## src/rtl/pipe_ctrl_gen.sv

```systemverilog
// Pipelined MIPS control unit: D-stage decode and PC select, E/M/W control
// registers with E flush, and a mult/div sequencer that freezes the front end.
module pipe_ctrl_gen #(
    parameter int ALUCW = 3,
    parameter int MDLAT = 4
) (
    input  logic             clk,
    input  logic             reset,
    input  logic [5:0]       op_d,
    input  logic [5:0]       funct_d,
    input  logic             equal_d,
    input  logic             flush_e,
    output logic [1:0]       pcsrc_d,
    output logic             branch_d,
    output logic             illegal_d,
    output logic             regwrite_e,
    output logic             memtoreg_e,
    output logic             regdst_e,
    output logic             alusrc_e,
    output logic [ALUCW-1:0] alucontrol_e,
    output logic [1:0]       mdop_e,
    output logic             md_start,
    output logic             md_stall,
    output logic             regwrite_m,
    output logic             memtoreg_m,
    output logic             memwrite_m,
    output logic             regwrite_w,
    output logic             memtoreg_w
);

    typedef struct packed {
        logic             regwrite;
        logic             memtoreg;
        logic             memwrite;
        logic             regdst;
        logic             alusrc;
        logic [ALUCW-1:0] alu;
        logic [1:0]       mdop;
    } ctrl_t;

    typedef enum logic [1:0] {IDLE, BUSY, DONE} md_state_t;

    ctrl_t     ctrl_d;
    ctrl_t     e_q, e_d;
    logic [2:0] m_q, m_d;       // {regwrite, memtoreg, memwrite}
    logic [1:0] w_q, w_d;       // {regwrite, memtoreg}
    logic [2:0] alu3;
    logic       is_beq, is_bne, is_j;
    md_state_t  state_q, state_d;
    logic [7:0] cnt_q, cnt_d;

    // Instruction decode: one bundle per op/funct, everything else illegal
    always_comb begin
        ctrl_d    = '0;
        alu3      = 3'b000;
        is_beq    = 1'b0;
        is_bne    = 1'b0;
        is_j      = 1'b0;
        illegal_d = 1'b0;
        case (op_d)
            6'b000000: begin
                case (funct_d)
                    6'b100000: begin ctrl_d.regwrite = 1'b1; ctrl_d.regdst = 1'b1; alu3 = 3'b010; end
                    6'b100010: begin ctrl_d.regwrite = 1'b1; ctrl_d.regdst = 1'b1; alu3 = 3'b110; end
                    6'b100100: begin ctrl_d.regwrite = 1'b1; ctrl_d.regdst = 1'b1; alu3 = 3'b000; end
                    6'b100101: begin ctrl_d.regwrite = 1'b1; ctrl_d.regdst = 1'b1; alu3 = 3'b001; end
                    6'b101010: begin ctrl_d.regwrite = 1'b1; ctrl_d.regdst = 1'b1; alu3 = 3'b111; end
                    6'b011000: ctrl_d.mdop = 2'b01;
                    6'b011010: ctrl_d.mdop = 2'b10;
                    default:   illegal_d = 1'b1;
                endcase
            end
            6'b100011: begin ctrl_d.regwrite = 1'b1; ctrl_d.memtoreg = 1'b1; ctrl_d.alusrc = 1'b1; alu3 = 3'b010; end
            6'b101011: begin ctrl_d.memwrite = 1'b1; ctrl_d.alusrc = 1'b1; alu3 = 3'b010; end
            6'b000100: begin is_beq = 1'b1; alu3 = 3'b110; end
            6'b000101: begin is_bne = 1'b1; alu3 = 3'b110; end
            6'b001000: begin ctrl_d.regwrite = 1'b1; ctrl_d.alusrc = 1'b1; alu3 = 3'b010; end
            6'b000010: is_j = 1'b1;
            default:   illegal_d = 1'b1;
        endcase
        ctrl_d.alu = ALUCW'(alu3);
    end

    // PC select resolved in D; jump wins, stall gating is left to the hazard unit
    always_comb begin
        branch_d = is_beq | is_bne;
        if (is_j)
            pcsrc_d = 2'b10;
        else if ((is_beq & equal_d) | (is_bne & ~equal_d))
            pcsrc_d = 2'b01;
        else
            pcsrc_d = 2'b00;
    end

    // Mult/div sequencer next state; stall covers the start cycle plus BUSY
    always_comb begin
        state_d  = state_q;
        cnt_d    = cnt_q;
        md_start = 1'b0;
        md_stall = 1'b0;
        case (state_q)
            IDLE: begin
                if ((e_q.mdop != 2'b00) && !flush_e) begin
                    md_start = 1'b1;
                    md_stall = 1'b1;
                    cnt_d    = 8'(MDLAT - 1);
                    state_d  = (MDLAT == 1) ? DONE : BUSY;
                end
            end
            BUSY: begin
                md_stall = 1'b1;
                cnt_d    = cnt_q - 8'd1;
                if (cnt_q == 8'd1)
                    state_d = DONE;
            end
            DONE:    state_d = IDLE;
            default: state_d = IDLE;
        endcase
        if (flush_e) begin
            state_d = IDLE;
            cnt_d   = 8'd0;
        end
    end

    // Pipeline register next state: E holds under stall, flush beats hold, M takes bubbles
    always_comb begin
        e_d = e_q;
        if (flush_e)
            e_d = '0;
        else if (!md_stall)
            e_d = ctrl_d;
        m_d = md_stall ? 3'b000 : {e_q.regwrite, e_q.memtoreg, e_q.memwrite};
        w_d = m_q[2:1];
    end

    // State and pipeline registers
    always_ff @(posedge clk or negedge reset) begin
        if (!reset) begin
            state_q <= IDLE;
            cnt_q   <= 8'd0;
            e_q     <= '0;
            m_q     <= 3'b000;
            w_q     <= 2'b00;
        end else begin
            state_q <= state_d;
            cnt_q   <= cnt_d;
            e_q     <= e_d;
            m_q     <= m_d;
            w_q     <= w_d;
        end
    end

    assign regwrite_e   = e_q.regwrite;
    assign memtoreg_e   = e_q.memtoreg;
    assign regdst_e     = e_q.regdst;
    assign alusrc_e     = e_q.alusrc;
    assign alucontrol_e = e_q.alu;
    assign mdop_e       = e_q.mdop;
    assign regwrite_m   = m_q[2];
    assign memtoreg_m   = m_q[1];
    assign memwrite_m   = m_q[0];
    assign regwrite_w   = w_q[1];
    assign memtoreg_w   = w_q[0];

endmodule

```

## config.mk

```make
export PLATFORM = sky130hd
export DESIGN_NAME = pipe_ctrl_gen
export DESIGN_NICKNAME = d
export VERILOG_FILES = /design/src/rtl/pipe_ctrl_gen.sv
export SDC_FILE = /design/constraint.sdc
export NUM_CORES = 1
export LEC_CHECK = 0
export CAP_MARGIN = 15
export CORE_ASPECT_RATIO = 0.8
export CORE_MARGIN = 3
export CORE_UTILIZATION = 40
export CTS_CLUSTER_SIZE = 8
export DETAILED_ROUTE_END_ITERATION = 10
export DONT_BUFFER_PORTS = 1
export SETUP_SLACK_MARGIN = 0.15
export SLEW_MARGIN = 20
export SYNTH_ARGS = -nofsm -noshare
export SYNTH_HDL_FRONTEND = slang
export SYNTH_SLANG_ARGS = --single-unit
```

## constraint.sdc

```tcl
create_clock -name clk -period 4.5 [get_ports clk]
set_clock_uncertainty 0.05 [all_clocks]
set_input_delay 0.45 -clock clk [delete_from_list [all_inputs] [get_ports clk]]
set_output_delay 0.45 -clock clk [all_outputs]
set_load 0.005 [all_outputs]
```

# [Word-level counts from Yosys, hierarchy flattened]
# Cells that the tools add are included.
[op_classes] bitwise_logic=5 n_reduce_logical=14 n_eq_ne=18 n_addsub=1 muxes=30
[op_table] cell="$eq 6x6->1 const B" n=7
[op_table] cell="$mux 10" n=2
[op_table] cell="$mux 8" n=2
[op_table] cell="$pmux 8 s2" n=1
[op_table] cell="$eq 6x3->1 const B" n=2
[op_table] cell="$eq 6x5->1 const B" n=2
[op_table] cell="$mux 1" n=12
[op_table] cell="$pmux 3 s4" n=1
[op_table] cell="$mux 2" n=5
[op_table] cell="$pmux 3 s3" n=1
[op_table] cell="$eq 8x1->1 const B" n=1
[op_table] cell="$pmux 2 s2" n=2
[op_table] cell="$sub 8x1->8 const B" n=1
[op_table] cell="$reduce_or 7->1" n=1
[op_table] cell="$eq 6x2->1 const B" n=1
[op_table] cell="$eq 6x4->1 const B" n=1
[op_table] cell="$logic_not 6->1" n=1
[op_table] cell="$ne 3x3->1 const B" n=2
[op_table] cell="$pmux 1 s2" n=3
[op_table] cell="$reduce_or 6->1" n=1
[op_table] cell="$reduce_or 5->1" n=1
[op_table] cell="$reduce_and 2->1" n=2
[op_table] cell="$reduce_or 2->1" n=2
[op_table] cell="$mux 3" n=1
[op_table] cell="11 further kinds" n=13
[totals] wordCells=79 ff_bits=25 out_inout_bits=20

# [Longest topological paths before layout]
[depth] word_depth=6 ltp_mapped=6

# [Worst setup path after synthesis]
# OpenSTA, ideal clock, no wires.
[synth_timing] path_kind="input-to-reg" startpoint="input op_d[0]" endpoint="register e_q (netlist bit alucontrol_e[2])" path_slack_ns=2.725 path_stages=4 required_time_ns=4.382 n_path_buf=0 t_arrival_ns=1.656 setup_ns=0.068 cell_sequence="or3_4 -> or4_4 -> nor4_2 -> a221o_1"
[synth_between] elab_chain_len=5 elab_cells_between_ends=11 cone_classes="5 x eq/ne; 3 x mux; 3 x reduce/logical"
[synth_lines] element="from (decl)" line_no="9" source="input logic [5:0] op_d,"
[synth_lines] element="$eq 6x4->1, or another cell as far along" line_no="60" source="case (op_d)"
[synth_lines] element="$reduce_or 3->1 (no source line) / $reduce_or 2->1 (equally long branches)"
[synth_lines] element="$pmux 3 s3 *" line_no="60"
[synth_lines] element="$mux 10 *" line_no="130" source="else if (!md_stall)"
[synth_lines] element="$mux 10 *" line_no="128" source="if (flush_e)"
[synth_lines] element="to (signal assigned)" line_no="141" source="e_q <= '0;"
[synth_lines] element="to (signal assigned)" line_no="147" source="e_q <= e_d;"
[synth_lines] element="to (decl)" line_no="44" source="ctrl_t e_q, e_d;"
# Every way passes the cells marked *; elsewhere a longest branch is shown, timed or not. The select of a mux whose other input is x is not followed.
# A chain may end at the register's enable or synchronous reset.

# [Worst setup path in the final report]
[layout_timing] startpoint="register state_q[1]" endpoint="output md_stall"
[layout_between] elab_chain_len=2 elab_cells_between_ends=3 cone_classes="1 x eq/ne; 1 x mux; 1 x reduce/logical"
[layout_lines] element="from (decl)" line_no="49" source="md_state_t state_q, state_d;"
[layout_lines] element="from (signal assigned)" line_no="145" source="state_q <= state_d;"
[layout_lines] element="$eq 2x1->1 / $logic_not 2->1 (equally long branches)" line_no="101" source="case (state_q)"
[layout_lines] element="$pmux 1 s2 *" line_no="101"
[layout_lines] element="to (decl)" line_no="23" source="output logic md_stall,"
# Every way passes the cells marked *; elsewhere a longest branch is shown, timed or not.

==> reports/results.ini <==
[run_status]
status=finished, final reports clean

[route]
postRouteAntennaNets=0
routed_wl_mm=2.763
drc=0
vias=1031
via_per_inst=5.960
drtIter0Drc=54
first_pass_iters=5
wl_per_cell_um=15.97

[timing]
max_freq_mhz=458.2
tightest_slew_ns=0.8367
setup_slack_ns=2.318
setup_tns_ns=0
slew_viol_final=0
fin_crit_sh_pct=48.49
rsz0062_at_grt=no
finalCriticalPeriod_ns=2.182
slew_headroom_pct=44.10
finalSetupViolations=0
finalHoldViolCount=0

[synth]
syn_area_per_cell_um2=9.837
ys_warn_count=0
synthCells=138
synth_ff_type=dfrtp_1
async_reset_ff_share_pct=100.0
yosysUniqueCellTypes=47
synth.net_count=156
synth_edf_count=0
ys_seq_area_share_pct=46.08
synth_area_um2=1358
synth_seq_cells=25

[worst_hold_path]
min_path_cells=1
hold_start=flush_e
whs_endpoint=cnt_q[1]$_DFFE_PN0P_
hold_class=in -> reg

[global_routing]
antenna_found_initial=0
grt_start_max_net_pins=26
grt.total_usage_pct=13.82
grt_pass1_wl_mm=4.581
grt_overflow=0
grt_pass1_vias=967

[place]
io_buffers=0
place_ws_ns=2.593
dp.cells=167
hpwl_mm=2.074
routabilityCongestion=0.7123

[die]
num_rows=18
die_h_um=58.11
io_pins=36
core-area_um2=3176
start_util_pct=42.75
die_area_um2=4133
die_w_um=71.14

[critical_path]
cp_max_fo=7
arrival_ns=1.68
worstSetupPathType=reg -> out
worstSetupEndpointType=primary output
required_ns=4.00
cp-start-kind=flop
r2r_start=mdop_e[1]$_DFFE_PN0P_
slowest_stage=nor4_1
startpoint=state_q[1]$_DFFE_PN0P_
max_stage_delay_ns=0.61
worstPathCellList=nor4_1 -> nor2_1 -> inv_1
r2r_setup_slack_ns=2.48
r2r_end=alusrc_e$_DFFE_PN0P_
r2r_cells=4

[layout]
layout_common_cells=dfrtp_1 (25), nor2_1 (10), o21ai_0 (9), inv_1 (8), a21oi_1 (7)
final_nets=152
areaGrowthSynthToFinish_pct=5.069
regArea_um2=625.6
instances_no_fill=173
multiInputGateArea_um2=641.9
n_fill_cell=296
drive_gt1_share_pct=12.03
final_common_cell=dfrtp_1
diodes=0

[cts]
numCtsBuffers=3
clock_latency_ns=0.27
cts_resized=0
cts_tree=built
root_buffer=clkbuf_8
clk_path_buf_depth=2
clk_pin_slew_ns=0.08
clkSinkCount=25
cts.htree.levels=1

[power_and_ir_drop]
leakage_nw=0.6375
p_per_area_nw_per_um2=281.8
ir_drop_mv=0.2252

[flow_run]
max_cap_viol_count=0

-- metal layers --
metal | up-vias | share of wire, % | GRT usage [%] | wire length, µm
met5 | - | 0 | 0 | 0
met4 | 0 | 0 | 1.609 | 0
met2 | 37 | 43 | 19.82 | 1180
met3 | 0 | 8.7 | 6.239 | 240
li1 | 496 | - | - | -
met1 | 498 | 49 | 19.78 | 1341
-- power breakdown --
part           internal [mW]  total (mW)  switching (mW)
clock network         0.0627       0.133          0.0706
logic                 0.0158      0.0378          0.0220
registers              0.228       0.231         0.00331
total                  0.306       0.402          0.0959
-- through the flow --
stage | instance area [µm²] | util (%) | total power [mW] | hold WS, ns
after global placement | 1343 | 42.28 | 0.2650 | 0.1053
final | 1426 | 44.92 | 0.4019 | 0.1992
after detailed placement | 1343 | 42.28 | 0.2661 | 0.1053
after CTS | 1421 | 44.76 | 0.4085 | 0.1911
after global routing | 1426 | 44.92 | 0.4216 | 0.1960
after floorplan | 1358 | - | 0.2632 | 0.1044
-- state kept, by name, indices dropped and copies added (netlist names) --
signal        flops
regdst_e          1
alucontrol_e      3
e_q               1
state_q           2
cnt_q             8
alusrc_e          1
m_q               3
regwrite_e        1
w_q               2
mdop_e            2
memtoreg_e        1
-- how the worst max path moves through the flow --
stage,depth (start not counted),endpoint,slack (ns)
after floorplan,4,alucontrol_e[2]$_DFFE_PN0P_,2.73
after global placement,4,regwrite_e$_DFFE_PN0P_,2.63
after detailed placement,4,alusrc_e$_DFFE_PN0P_,2.59
after CTS,3,md_stall,2.35
after global routing,4,alusrc_e$_DFFE_PN0P_,2.16
final,3,md_stall,2.32
-- Yosys cell counts, types with 2 or more instances --
library cell   n  area [µm²]
nor2b_1        3       18.77
and2_1         6       37.54
a221o_1        2       20.02
nor4b_1        2       17.52
a21oi_1        7       35.03
o21ai_0        9       45.04
ha_1           2       25.02
nand3_1        2       10.01
a32o_1         2       20.02
nor3_1         6       30.03
o21bai_1       3       22.52
nor4_1         5       31.28
inv_1          8       30.03
buf_4          6       45.04
dfrtp_1       25       625.6
nand2_1        4       15.01
nor2_1        10       37.54
a22o_1         4       35.03
clkbuf_1       4       15.01
-- final cells by class --
| class | count | area share, % |
|---|---|---|
| timing repair buffer | 2 | 2.105 |
| multi-input combinational | 94 | 45.00 |
| inverter | 8 | 2.105 |
| sequential | 25 | 43.86 |
| clock buffer | 3 | 2.895 |
| clock inverter | 1 | 0.5263 |
| tap | 40 | 3.509 |
-- cell families (layout without fill, tap and decap cells) --
logic type	after synthesis	count (layout)	synth area share (%)
compound gates	39	39	20.92
simple gates	51	51	22.86
buf+inv	19	14	7.004
flops	25	25	46.08
xor+xnor	2	2	1.291
fa+ha+maj	2	2	1.843
-- what timing repair did --
action,CTS,global route
setup buffers,0,0
hold endpoints to repair,25,0
endpoints found under the setup margin,0,0
hold buffers,2,0
-- critical path: cells and delay by family, from the launching register on --
family	cells	cell delay (ns)
AND/OR/NAND/NOR	2	0.83
flip-flops	1	0.47
buffers and inverters	1	0.12
(Power assumes the default switching activity.)
==> RTL edit, RTL diff (same settings) <==
`ALUCW`: 3 -> 6.
--- a/src/rtl/pipe_ctrl_gen.sv
+++ b/src/rtl/pipe_ctrl_gen.sv
@@ -1,7 +1,7 @@
 // Pipelined MIPS control unit: D-stage decode and PC select, E/M/W control
 // registers with E flush, and a mult/div sequencer that freezes the front end.
 module pipe_ctrl_gen #(
-    parameter int ALUCW = 3,
+    parameter int ALUCW = 6,
     parameter int MDLAT = 4
 ) (
     input  logic             clk,
Interface: changed (resized alucontrol_e); port bits go from 36 to 39. No check against the original RTL was run, so the function may have changed too.
==> RTL edit against the original RTL <==
  * Power is 4.3% lower
  * Design area is 0.35% higher
  * Sequential cell count stayed put
  * Routed wire length is 0.76% lower
  * Setup slack better by 0.075 ns
  * Die area is 1.3% higher
  * Synthesized area is 1.5% higher
  * Fmax is 3.6% higher
  * Core utilization is 0.16 points lower
  * Critical endpoint unchanged
  * Largest power group unchanged
==> RTL edit: results <==
cells_and_area:
  nets: 159
  seq_share_pct: 43.7
  fillerInstances: 314
  buf_share_pct: 2.10
  clk_share_pct: 3.41
  nMultiInputCombCells: 104
  area_growth_pct: 3.91
  drive_above_1_share_pct: 10.0
  n_all_inverters: 5
  multi_input_area_share_pct: 46.0
  clock_buffers: 3
  instances_no_fill: 180
logic_synthesis:
  ys_top_cells_by_area: "dfrtp_1, buf_4, o21ai_0"
  synth_commonest_cells: "dfrtp_1, nand2_1, o21ai_0"
  syn_inst: 144
  seq_area_frac_synth_pct: 45.4
  synth_cell_type_count: 42
global_routing:
  grt_pass1_vias: 920
  grtUsageTotal_pct: 13.7
  grt_pass1_wl_um: 4570
route:
  drt-pass1-iter-count: 4
  wl_um: 2740
  wl_met2_um: 1210
  top_layer_used: "met4"
  drt-met1-wl_um: 1320
  drt_iter0_markers: 32
  wl_met3_um: 200
  vias_per_cell: 5.83
pwr:
  leakage_nw: 0.628
  power_frac_comb_pct: 6.0
  clkPwrFrac_pct: 35.2
  p_int_w: 0.000298
  p_sw_w: 0.0000867
  vdd_drop_max_uv: 148
sta:
  tightest_slew_ns: 0.600
placed_design:
  place_area_um2: 1350
  placed_cells: 174
  gp_congestion: 0.773
  dp_hpwl_um: 2130
floorplanning:
  core-area_um2: 3200
worst_setup_path:
  r2r-end: "mdop_e[0]"
  cp_slowest_stage_delay_ns: 0.56
  rrSetupSlack_ns: 2.75
  crit_slowest_cell: "nor4_2"
  path_max_fanout: 6
hold_path:
  worstHoldStart: "flush_e"
  hold_path.class: "input port to flip-flop"
outcome:
  status: "completed"
[RTL edit: changes by cell type in the layout (fill, tap and decap cells not counted), moves of 3 or more]
cell     delta
nand2_1     +9
nor4_1      -5
conb_1      +3
inv_1       -3
o21ai_0     +3
[RTL edit: kinds of logic (layout without fill, tap and decap cells)]
group                    after synthesis  after routing  synth area share [%]
AO/OA/AOI/OAI                         39             39                  19.1
XOR/XNOR                               3              3                  1.91
adder cells (fa/ha/maj)                2              2                  1.82
buffers and inverters                 17             11                  7.36
flip-flops                            25             25                  45.4
multiplexers                           1              1                 0.817
other                                  1              3                 0.272
AND/OR/NAND/NOR                       56             56                  23.3
[RTL edit: timing repair]
action,4_1_cts,5_1_grt
endpoints found under the hold margin,25,0
setup endpoints to repair,0,0
hold buffers,2,0
[RTL edit: worst max-delay path: cells and delay by family (launching register included)]
| family | cells | cell delay (ns) |
|---|---|---|
| buffers and inverters | 1 | 0.11 |
| DFF | 1 | 0.45 |
| and+or+nand+nor | 2 | 0.77 |
[RTL edit: worst max-delay path by stage]
| stage | from | to |
|---|---|---|
| after detailed placement | op_d[0] | illegal_d |
| after floorplan | op_d[0] | illegal_d |
| after CTS | state_q[1] | md_stall |
| after global routing | state_q[1] | md_stall |
| final | state_q[1] | md_stall |
| after global placement | op_d[0] | illegal_d |
[RTL edit: layer usage]
metal  GRT usage, %  vias up
met2           20.2       35
met3           5.12        4
met1           19.3      507
met4           3.22        0
li1               -      503
met5              0        -
[RTL edit: metrics by stage]
stage / setup WS (ns) / hold WS [ns]
5_1_grt: 2.25 / 0.171
3_5_place_dp: 2.62 / 0.105
4_1_cts: 2.36 / 0.174
3_3_place_gp: 2.65 / 0.105
6_report: 2.39 / 0.184
2_1_floorplan: 2.71 / 0.104
